===== src/rtl/esp32_spi_cmd_decoder.sv =====
// Byte-level command decoder between the ESP32 SPI slave and an 8-bit
// register bus: CS-framed write bursts and auto-incrementing read bursts.
module esp32_spi_cmd_decoder #(
  parameter logic [7:0] DEVICE_ID  = 8'hF1,
  parameter logic [7:0] CMD_WRITE  = 8'h01,
  parameter logic [7:0] CMD_READ   = 8'h02,
  parameter logic [7:0] DUMMY_BYTE = 8'h00
) (
  input  logic       clk_sys,
  input  logic       rst,
  input  logic [7:0] rx_data,
  input  logic       rx_valid,
  input  logic       spi_busy,
  output logic [7:0] tx_data,
  output logic       tx_load,
  output logic [7:0] reg_addr,
  output logic [7:0] reg_wdata,
  output logic       reg_wr,
  output logic       reg_rd,
  input  logic [7:0] reg_rdata,
  output logic       frame_active,
  output logic [7:0] cmd_err_cnt
);

  typedef enum logic [2:0] {
    IDLE, CMD, ADDR, WDATA, RDTURN, RDATA, DISCARD
  } state_t;

  state_t     state_q, state_d;
  logic       busy_q, busy_d;
  logic       is_rd_q, is_rd_d;
  logic       rd_pend_q, rd_pend_d;
  logic [7:0] hold_q, hold_d;
  logic [7:0] tx_data_q, tx_data_d;
  logic       tx_load_q, tx_load_d;
  logic [7:0] reg_addr_q, reg_addr_d;
  logic [7:0] reg_wdata_q, reg_wdata_d;
  logic       reg_wr_q, reg_wr_d;
  logic       reg_rd_q, reg_rd_d;
  logic       frame_active_q, frame_active_d;
  logic [7:0] cmd_err_cnt_q, cmd_err_cnt_d;
  logic       rise, fall;

  assign rise = spi_busy & ~busy_q;
  assign fall = ~spi_busy & busy_q;

  always_comb begin
    state_d        = state_q;
    busy_d         = spi_busy;
    is_rd_d        = is_rd_q;
    rd_pend_d      = reg_rd_q;
    hold_d         = hold_q;
    tx_data_d      = tx_data_q;
    tx_load_d      = 1'b0;
    reg_addr_d     = reg_addr_q;
    reg_wdata_d    = reg_wdata_q;
    reg_wr_d       = 1'b0;
    reg_rd_d       = 1'b0;
    frame_active_d = frame_active_q;
    cmd_err_cnt_d  = cmd_err_cnt_q;

    // write bursts advance the address the cycle after each strobe
    if (reg_wr_q)
      reg_addr_d = reg_addr_q + 8'd1;

    if (rd_pend_q && !fall &&
        (state_q == RDTURN || state_q == RDATA))
      hold_d = reg_rdata;

    if (fall) begin
      state_d        = IDLE;
      tx_data_d      = DUMMY_BYTE;
      tx_load_d      = 1'b1;
      frame_active_d = 1'b0;
      rd_pend_d      = 1'b0;
    end else begin
      unique case (state_q)
        IDLE: begin
          if (rise) begin
            state_d        = CMD;
            tx_data_d      = DUMMY_BYTE;
            tx_load_d      = 1'b1;
            frame_active_d = 1'b1;
          end
        end
        CMD: begin
          if (rx_valid) begin
            tx_load_d = 1'b1;
            tx_data_d = DUMMY_BYTE;
            if (rx_data == CMD_WRITE || rx_data == CMD_READ) begin
              state_d   = ADDR;
              tx_data_d = DEVICE_ID;
              is_rd_d   = (rx_data == CMD_READ);
            end else begin
              state_d = DISCARD;
              if (rx_data != 8'h00 && cmd_err_cnt_q != 8'hFF)
                cmd_err_cnt_d = cmd_err_cnt_q + 8'd1;
            end
          end
        end
        ADDR: begin
          if (rx_valid) begin
            reg_addr_d = rx_data;
            tx_data_d  = DUMMY_BYTE;
            tx_load_d  = 1'b1;
            if (is_rd_q) begin
              reg_rd_d = 1'b1;
              state_d  = RDTURN;
            end else begin
              state_d  = WDATA;
            end
          end
        end
        WDATA: begin
          if (rx_valid) begin
            reg_wdata_d = rx_data;
            reg_wr_d    = 1'b1;
            tx_data_d   = DUMMY_BYTE;
            tx_load_d   = 1'b1;
          end
        end
        RDTURN, RDATA: begin
          // MOSI byte is ignored; it just clocks out the held read data
          if (rx_valid) begin
            tx_data_d  = hold_q;
            tx_load_d  = 1'b1;
            reg_addr_d = reg_addr_q + 8'd1;
            reg_rd_d   = 1'b1;
            state_d    = RDATA;
          end
        end
        DISCARD: begin
        end
        default: state_d = IDLE;
      endcase
    end
  end

  always_ff @(posedge clk_sys or posedge rst) begin
    if (rst) begin
      state_q        <= IDLE;
      busy_q         <= 1'b0;
      is_rd_q        <= 1'b0;
      rd_pend_q      <= 1'b0;
      hold_q         <= 8'h00;
      tx_data_q      <= DUMMY_BYTE;
      tx_load_q      <= 1'b0;
      reg_addr_q     <= 8'h00;
      reg_wdata_q    <= 8'h00;
      reg_wr_q       <= 1'b0;
      reg_rd_q       <= 1'b0;
      frame_active_q <= 1'b0;
      cmd_err_cnt_q  <= 8'h00;
    end else begin
      state_q        <= state_d;
      busy_q         <= busy_d;
      is_rd_q        <= is_rd_d;
      rd_pend_q      <= rd_pend_d;
      hold_q         <= hold_d;
      tx_data_q      <= tx_data_d;
      tx_load_q      <= tx_load_d;
      reg_addr_q     <= reg_addr_d;
      reg_wdata_q    <= reg_wdata_d;
      reg_wr_q       <= reg_wr_d;
      reg_rd_q       <= reg_rd_d;
      frame_active_q <= frame_active_d;
      cmd_err_cnt_q  <= cmd_err_cnt_d;
    end
  end

  assign tx_data      = tx_data_q;
  assign tx_load      = tx_load_q;
  assign reg_addr     = reg_addr_q;
  assign reg_wdata    = reg_wdata_q;
  assign reg_wr       = reg_wr_q;
  assign reg_rd       = reg_rd_q;
  assign frame_active = frame_active_q;
  assign cmd_err_cnt  = cmd_err_cnt_q;

endmodule

===== config.mk =====
export PLATFORM = sky130hd
export DESIGN_NAME = esp32_spi_cmd_decoder
export DESIGN_NICKNAME = d
export VERILOG_FILES = /design/src/rtl/esp32_spi_cmd_decoder.sv
export SDC_FILE = /design/constraint.sdc
export NUM_CORES = 1
export LEC_CHECK = 0
export CORE_ASPECT_RATIO = 0.9
export CORE_MARGIN = 8
export CORE_UTILIZATION = 55
export DETAILED_ROUTE_END_ITERATION = 8
export PLACE_DENSITY = 0.86
export SLEW_MARGIN = 20
export SYNTH_ARGS = -nofsm -noshare
export SYNTH_HDL_FRONTEND = slang
export SYNTH_SLANG_ARGS = --single-unit
export TNS_END_PERCENT = 100

===== constraint.sdc =====
create_clock -name clk_sys -period 2.7 [get_ports clk_sys]
set_input_delay 0.405 -clock clk_sys [delete_from_list [all_inputs] [get_ports clk_sys]]
set_output_delay 0.405 -clock clk_sys [all_outputs]
set_load 0.02 [all_outputs]

### Yosys cells after proc, flatten, opt, wreduce, memory -nomap -nowiden

Index checks and enable logic that the tools add are counted.

* register bits: 50
* output and inout port bits: 36
* word-level logic and storage cells: 91

* $add $sub $neg: 2
* eq/ne operators: 15
* multiplexer cells: 34
* bitwise logic cells: 6
* reductions and logical operators: 21

Operators with widths (number)
* 8-bit 2-to-1 mux: 10
* 8-bit one-hot mux with 4 select lines: 1
* 3-bit 2-to-1 mux: 7
* 8-bit by 1-bit adder with 8-bit output, second input constant: 2
* 8-bit one-hot mux with 2 select lines: 1
* 3-bit one-hot mux with 5 select lines: 1
* 5-bit AND reduction: 3
* 1-bit 2-to-1 mux: 12
* 3-bit inequality test, second input constant: 4
* 3-bit == test, second input constant: 3
* 8-bit by 1-bit == test with 1-bit output, second input constant: 1
* 8-bit by 2-bit == test with 1-bit output, second input constant: 1
* 8-bit inequality test, second input constant: 1
* 8-bit nonzero test: 1
* 3-bit by 2-bit == test with 1-bit output, second input constant: 2
* 2-bit OR reduction: 3
* 5-bit nonzero test: 1
* 5-bit OR reduction: 1
* 1-bit NOT: 4
* 1-bit one-hot mux with 2 select lines: 2
* 4-bit AND reduction: 1
* 2-bit nonzero test: 2
* 3-bit by 1-bit == test with 1-bit output, second input constant: 1
* 1-bit logical AND: 3
* 8 further kinds: 10

### Depth between registers and ports, before layout

Gate-level depths: netlist of run 1.

* depth in word-level cells: 6
* mapped depth: 8
* depth with buffers taken out: 7

### Worst setup path before layout of run 1

Ideal clock, no wire load.

* path kind: input -> register
* start: in spi_busy
* end: reg hold_q[0]
* setup time: 0.125 ns
* data arrival time: 1.670 ns
* required time: 2.575 ns
* path slack: 0.905 ns
* stages on the path: 7
* path buffers: 2
* cells stage by stage: inv_1 > ha_1 > clkbuf_2 > nor3b_1 > and2_1 > buf_2 > mux2_2

* longest elaborated chain between the ends: 5

Ends and longest elaborated chain
* start, declared: RTL line 13 `input logic spi_busy,`
* 1-bit NOT: RTL line 45 `assign fall = ~spi_busy & busy_q;`
* 1-bit bitwise AND: RTL line 45
* 1-bit zero test: RTL line 66 `if (rd_pend_q && !fall &&`
* 1-bit logical AND (2 in a row): RTL line 66
* end signal, assigned: RTL line 159 `hold_q <= hold_d;`
* end, declared: RTL line 33 `logic [7:0] hold_q, hold_d;`

No other way between the ends.
A chain may end at the register's enable or synchronous reset.

### Worst setup path after layout of run 1

* start: in spi_busy
* end: reg cmd_err_cnt_q[5], in the netlist cmd_err_cnt[5]

* longest elaborated chain between the ends: 4

Ends and longest elaborated chain
* 1-bit NOT: RTL line 45
* 1-bit bitwise AND: RTL line 45
* 1-bit NOT (no source line)
* 5-bit AND reduction (no source line)
* end signal, assigned: RTL line 167 `cmd_err_cnt_q <= cmd_err_cnt_d;`
* end, declared: RTL line 41 `logic [7:0] cmd_err_cnt_q, cmd_err_cnt_d;`

No other way between the ends.

==> results of run 1 <==
layout make-up:
cell class / instances / area [um^2]
Clock buffer: 7 / 86.3
Sequential cell: 50 / 1250
Fill cell: 341 / 1200
Timing Repair Buffer: 61 / 608
Multi-Input combinational cell: 183 / 1260
Inverter: 8 / 30.0
Clock inverter: 1 / 5.00
Tap cell: 62 / 77.6
report_power, final:
part	total (W)	internal, W	switching (W)
Combinational	0.00146	0.000714	0.000745
Sequential	0.00128	0.000980	0.000299
Clock	0.000449	0.000207	0.000241
Total	0.00319	0.00190	0.00129
stage by stage:
stage,hold slack [ps],std cells
final,489,372
after global routing,522,372
after CTS,494,372
after detailed placement,475,364
after global placement,467,364
after floorplan,436,255
worst paths after layout:
check | slack, ps | end | cells past startpoint
worst max register to register | 740 | cmd_err_cnt[5] | 5
max in group asynchronous | 1680 | reg_rd | 3
worst max-delay path | 510 | cmd_err_cnt[5] | 8
min in group clk_sys | 500 | tx_data[7] | 2
worst min register to register | 500 | tx_data[7] | 2
worst min-delay path | 490 | reg_wdata[0] | 2
cells in the final DEF, fill, tap and decap left out, types with 7 or more instances in the layout:
master,n
a21oi_1,16
nand2_1,25
nand3_1,7
clkdlybuf4s50_1,55
mux2_2,17
o21ai_0,13
dfrtp_1,50
xor2_1,13
inv_1,7
nor2_1,22
critical path: cells and delay by family:
kind | cells | cell delay (ps)
xor gates and xnor gates | 1 | 160
buffers and inverters | 3 | 760
AOI/OAI and AO/OA | 1 | 280
adders and majority gates | 1 | 270
and+or+nand+nor | 2 | 540
flip-flops by register name (all words and copies together), names as in the netlist:
name          count
reg_rd            1
cmd_err_cnt       8
reg_wdata         8
reg_addr          8
rd_pend_q         1
is_rd_q           1
busy_q            1
hold_q            8
tx_data           8
frame_active      1
state_q           3
tx_load           1
reg_wr            1
metal layers:
| layer | routed length (um) | vias up | global-route usage | share of wire |
|---|---|---|---|---|
| met1 | 2640 | 1011 | 0.244 | 0.43 |
| li1 | - | 1010 | - | - |
| met4 | 24 | 0 | 0.0422 | 0.0039 |
| met5 | 0 | - | 0 | 0 |
| met3 | 431 | 2 | 0.0474 | 0.070 |
| met2 | 3020 | 81 | 0.288 | 0.49 |
cell families (layout without fill, tap and decap cells):
kind of cell               after synthesis  in the layout  synth area share
adders and majority gates                4              4            0.0192
AOI/OAI and AO/OA                       56             56             0.140
muxes                                   21             21            0.0908
xor gates and xnor gates                18             18            0.0605
DFF                                     50             50             0.480
and+or+nand+nor                         84             84             0.171
buffers and inverters                   22             77            0.0375
==> flow_summary.ini, run 1 <==
[run_status]
outcome = complete, no violations

[clocking]
post_cts_resized = 0
cts_setup_buffers = 0
htreeDepth = 2
ctsHoldBuffers = 0
cts_buffer_depth = 2
clock_latency_ps = 300
tritoncts = yes
clk_pin_slew_ps = 90
cts_buffers = 5
cts_sinks = 50
clock-root-buffer = clkbuf_8

[yosys]
yosysTopAreaCell = dfrtp_1
ys.flop_type = dfrtp_1
synth_edf_count = 0
postSynthAreaPerCell_um2 = 10.2
synth_area_leaders = dfrtp_1 (48%), mux2_2 (7.3%), xor2_1 (4.4%)
ys_warn_count = 0
netlist_area_um2 = 2600
ys_seq_elements = 50
ys_async_sr_fraction = 1.00
ys_types = 53
synth_top_area_frac = 0.480
syn_inst = 255
postSynthNetCount = 279
yosysSeqAreaShare = 0.480
yosysMostFrequentCell = dfrtp_1
yosys-top-cells-count = dfrtp_1 (50), nand2_1 (25), nor2_1 (22)

[route]
final_antenna_net_count = 0
drtPass1Iterations = 4
viasPerCell = 5.66
drc = 0
wire_per_inst_um = 16.4
via_count = 2104
drtIter0Drc = 130
drt_wl_total_um = 6110

[placement]
dp_slack_ps = 195
place_area_um2 = 3220
port_buffers = 55
hpwl_um = 4520
gp_congestion = 0.850

[setup_path]
crit_chain = clkdlybuf4s50_1, inv_1, ha_1, buf_4, nor2_1, o2111ai_2, nor3_1, xor2_1
path_class = in2reg
start_kind = input port
cp-end-kind = flop
critPathRequiredTime_ps = 2930
r2r-start = state_q[2]
arrival_ps = 2420
slowest_delay_ps = 500
slowest_stage = clkdlybuf4s50_1
cp_max_fo = 11
startpoint = spi_busy

[power_and_ir_drop]
peakVddDrop_v = 0.000661
leakagePower_nw = 1.42
p_total_w = 0.00319
power_density_nw_per_um2 = 961

[timing]
fin_ws_ps = 509
fmax_ghz = 0.456
max-slew-margin-rel = 0.615
worst_pin_slew_ps = 576
skew_ps = 11.9
post-route-period-util = 0.811
setup_viol = 0
min_period_ps = 2190
slew_violations = 0
rsz0062_at_grt = false
finalSetupTns_ps = 0
hold_viol = 0

[global_routing]
antenna_found_initial = 0
grt_pass1_wl_um = 10300
grt_pass1_vias = 2095
grt_start_max_net_pins = 27
track_usage = 0.182
grt-ovfl-total = 0

[finish]
fin_nets = 333
stdcell_area_um2 = 3310
drive_gt1_frac = 0.132
n_antenna_cell = 0
syn_to_final_growth_pct = 27.2
fin_util = 0.734

[floorplan]
die_height_um = 81.3
die_area_um2 = 7200
initial_core_util = 0.577
die_x_um = 88.5
rows = 23
coreArea_um2 = 4520
io_pins = 56

[job]
maxCapViolCount = 0

[hold_path]
hold_path.class = in2async
Note: power is estimated with default switching activity, not from simulation.
==> inputs of run 2 (changes only) <==
--- a/config.mk
+++ b/config.mk
@@ -7,9 +7,9 @@
 export LEC_CHECK = 0
 export CORE_ASPECT_RATIO = 0.9
 export CORE_MARGIN = 8
-export CORE_UTILIZATION = 55
+export CORE_UTILIZATION = 46
 export DETAILED_ROUTE_END_ITERATION = 8
-export PLACE_DENSITY = 0.86
+export PLACE_DENSITY = 0.76
 export SLEW_MARGIN = 20
 export SYNTH_ARGS = -nofsm -noshare
 export SYNTH_HDL_FRONTEND = slang
==> constraint.sdc (replaced) <==
create_clock -name clk_sys -period 1.92 [get_ports clk_sys]
set_input_delay 0.288 -clock clk_sys [delete_from_list [all_inputs] [get_ports clk_sys]]
set_output_delay 0.288 -clock clk_sys [all_outputs]
set_load 0.02 [all_outputs]
==> run 2 against run 1 <==
Effect of this change:
- register-to-register slack worse by 580 ps
- combinational power is 59% higher
- first-iteration DRC count is 18% higher
- critical path depth is 1 lower
- sequential power is 37% higher
- power is 52% higher
- critical path type unchanged
- largest power group unchanged
- highest routed layer unchanged
==> flow_summary.ini, run 2 (synthesized netlist as in run 1, its figures left out) <==
[route]
final_antenna_net_count = 0
via_count = 2180
wire_per_inst_um = 16.0
drtPass1Iterations = 4
drc = 0
drtIter0Drc = 154
drt_wl_total_um = 6570
viasPerCell = 5.32

[job]
maxCapViolCount = 0

[placement]
place_area_um2 = 3470
gp_congestion = 0.847
dp_slack_ps = -349
port_buffers = 55
hpwl_um = 5030

[floorplan]
rows = 26
initial_core_util = 0.468
coreArea_um2 = 5560
io_pins = 56
die_x_um = 95.3
die_area_um2 = 8330
die_height_um = 87.4

[timing]
slew_violations = 0
worst_pin_slew_ps = 364
fmax_ghz = 0.547
rsz0062_at_grt = false
min_period_ps = 1830
max-slew-margin-rel = 0.757
setup_viol = 0
skew_ps = 10.3
hold_viol = 0
post-route-period-util = 0.953
fin_ws_ps = 90.6

[setup_path]
critPathRequiredTime_ps = 2120
r2r_cells = 5
start_kind = input port
path_class = in2reg
cp_max_fo = 8
arrival_ps = 2030
cp-end-kind = flop
crit_chain = clkdlybuf4s50_1, inv_1, ha_1, nor3b_1, and2_1, buf_12, mux2_2
slowest_stage = clkdlybuf4s50_1
slowest_delay_ps = 470

[clocking]
htreeDepth = 2
clk_pin_slew_ps = 100
cts_sinks = 50
clock_latency_ps = 310
cts_buffer_depth = 2
tritoncts = yes
cts_setup_buffers = 0
cts_buffers = 5
clock-root-buffer = clkbuf_8

[global_routing]
grt_start_max_net_pins = 22
track_usage = 0.169
grt_pass1_vias = 2243
grt_pass1_wl_um = 11100
antenna_found_initial = 0
grt-ovfl-total = 0

[finish]
multi_input_area_um2 = 1300
stdcell_area_um2 = 3630
final_common_cell = clkdlybuf4s50_1
fillers = 442
syn_to_final_growth_pct = 39.3
fin_nets = 363
drive_gt1_frac = 0.235
n_antenna_cell = 0
final_cell_mix = clkdlybuf4s50_1 (55), dfrtp_1 (49), buf_4 (34)
regArea_um2 = 1250

[hold_path]
hold_path.class = in2async

[power_and_ir_drop]
power_density_nw_per_um2 = 1330
leakagePower_nw = 1.58
peakVddDrop_v = 0.000714

[run_status]
outcome = complete, no violations
==> run 2: cell count changes in the layout (fill, tap and decap cells not counted), moves of 2 or more <==
cell and change:
a21oi_1 -2, nor2_1 -2, buf_4 +29, a21oi_2 +2, nor2_2 +2
==> run 2: layout make-up <==
cell class              count  share of cell area
flip-flops and latches     50               0.345
clock inverters             3              0.0134
clock buffers               5              0.0190
repair buffers             91               0.233
multi-input cells         183               0.357
well taps                  70              0.0241
inverters                   8             0.00827
==> run 2: layer usage <==
metal / track usage / share of wire
met2: 0.271 / 0.49
met1: 0.221 / 0.45
met3: 0.0336 / 0.045
met5: 0 / 0
met4: 0.0496 / 0.010
==> run 2: where the power goes <==
group	internal, W	switching, W	leakage, nW
Clock	0.000397	0.000377	0.0563
Sequential	0.00138	0.000369	0.642
Combinational	0.00113	0.00118	0.883
==> run 2: path summary, 6_finish.rpt <==
kind                             endpoint       start  slack [ps]
setup / recovery                hold_q[0]    spi_busy          90
hold / removal                  hold_q[0]         rst         250
setup reg to reg           cmd_err_cnt[7]  state_q[0]         160
hold reg to reg                tx_data[3]  tx_data[3]         490
max in group asynchronous         tx_load         rst        1230
min in group clk_sys           tx_data[3]  tx_data[3]         490
==> run 2: repair_timing <==
item	in CTS	in global routing
resized for setup	2	9
pin swaps	0	1
endpoints found under the setup margin	1	8
hold buffers	0	0
==> run 2: stage by stage <==
step	utilization	power, W	setup TNS (ps)	hold slack [ps]	cells
final	0.652	0.00484	0	247	410
after global routing	0.652	0.00514	0	274	410
after CTS	0.648	0.00484	0	254	410
after detailed placement	0.624	0.00403	-8140	470	402
after global placement	0.624	0.00396	-5920	462	402
after floorplan	-	0.00304	0	319	255
==> run 2: worst max-delay path, delay by kind of cell <==
kind | cells | cell delay [ps]
and+or+nand+nor | 2 | 540
muxes | 1 | 340
buffers and inverters | 3 | 650
adders and majority gates | 1 | 210
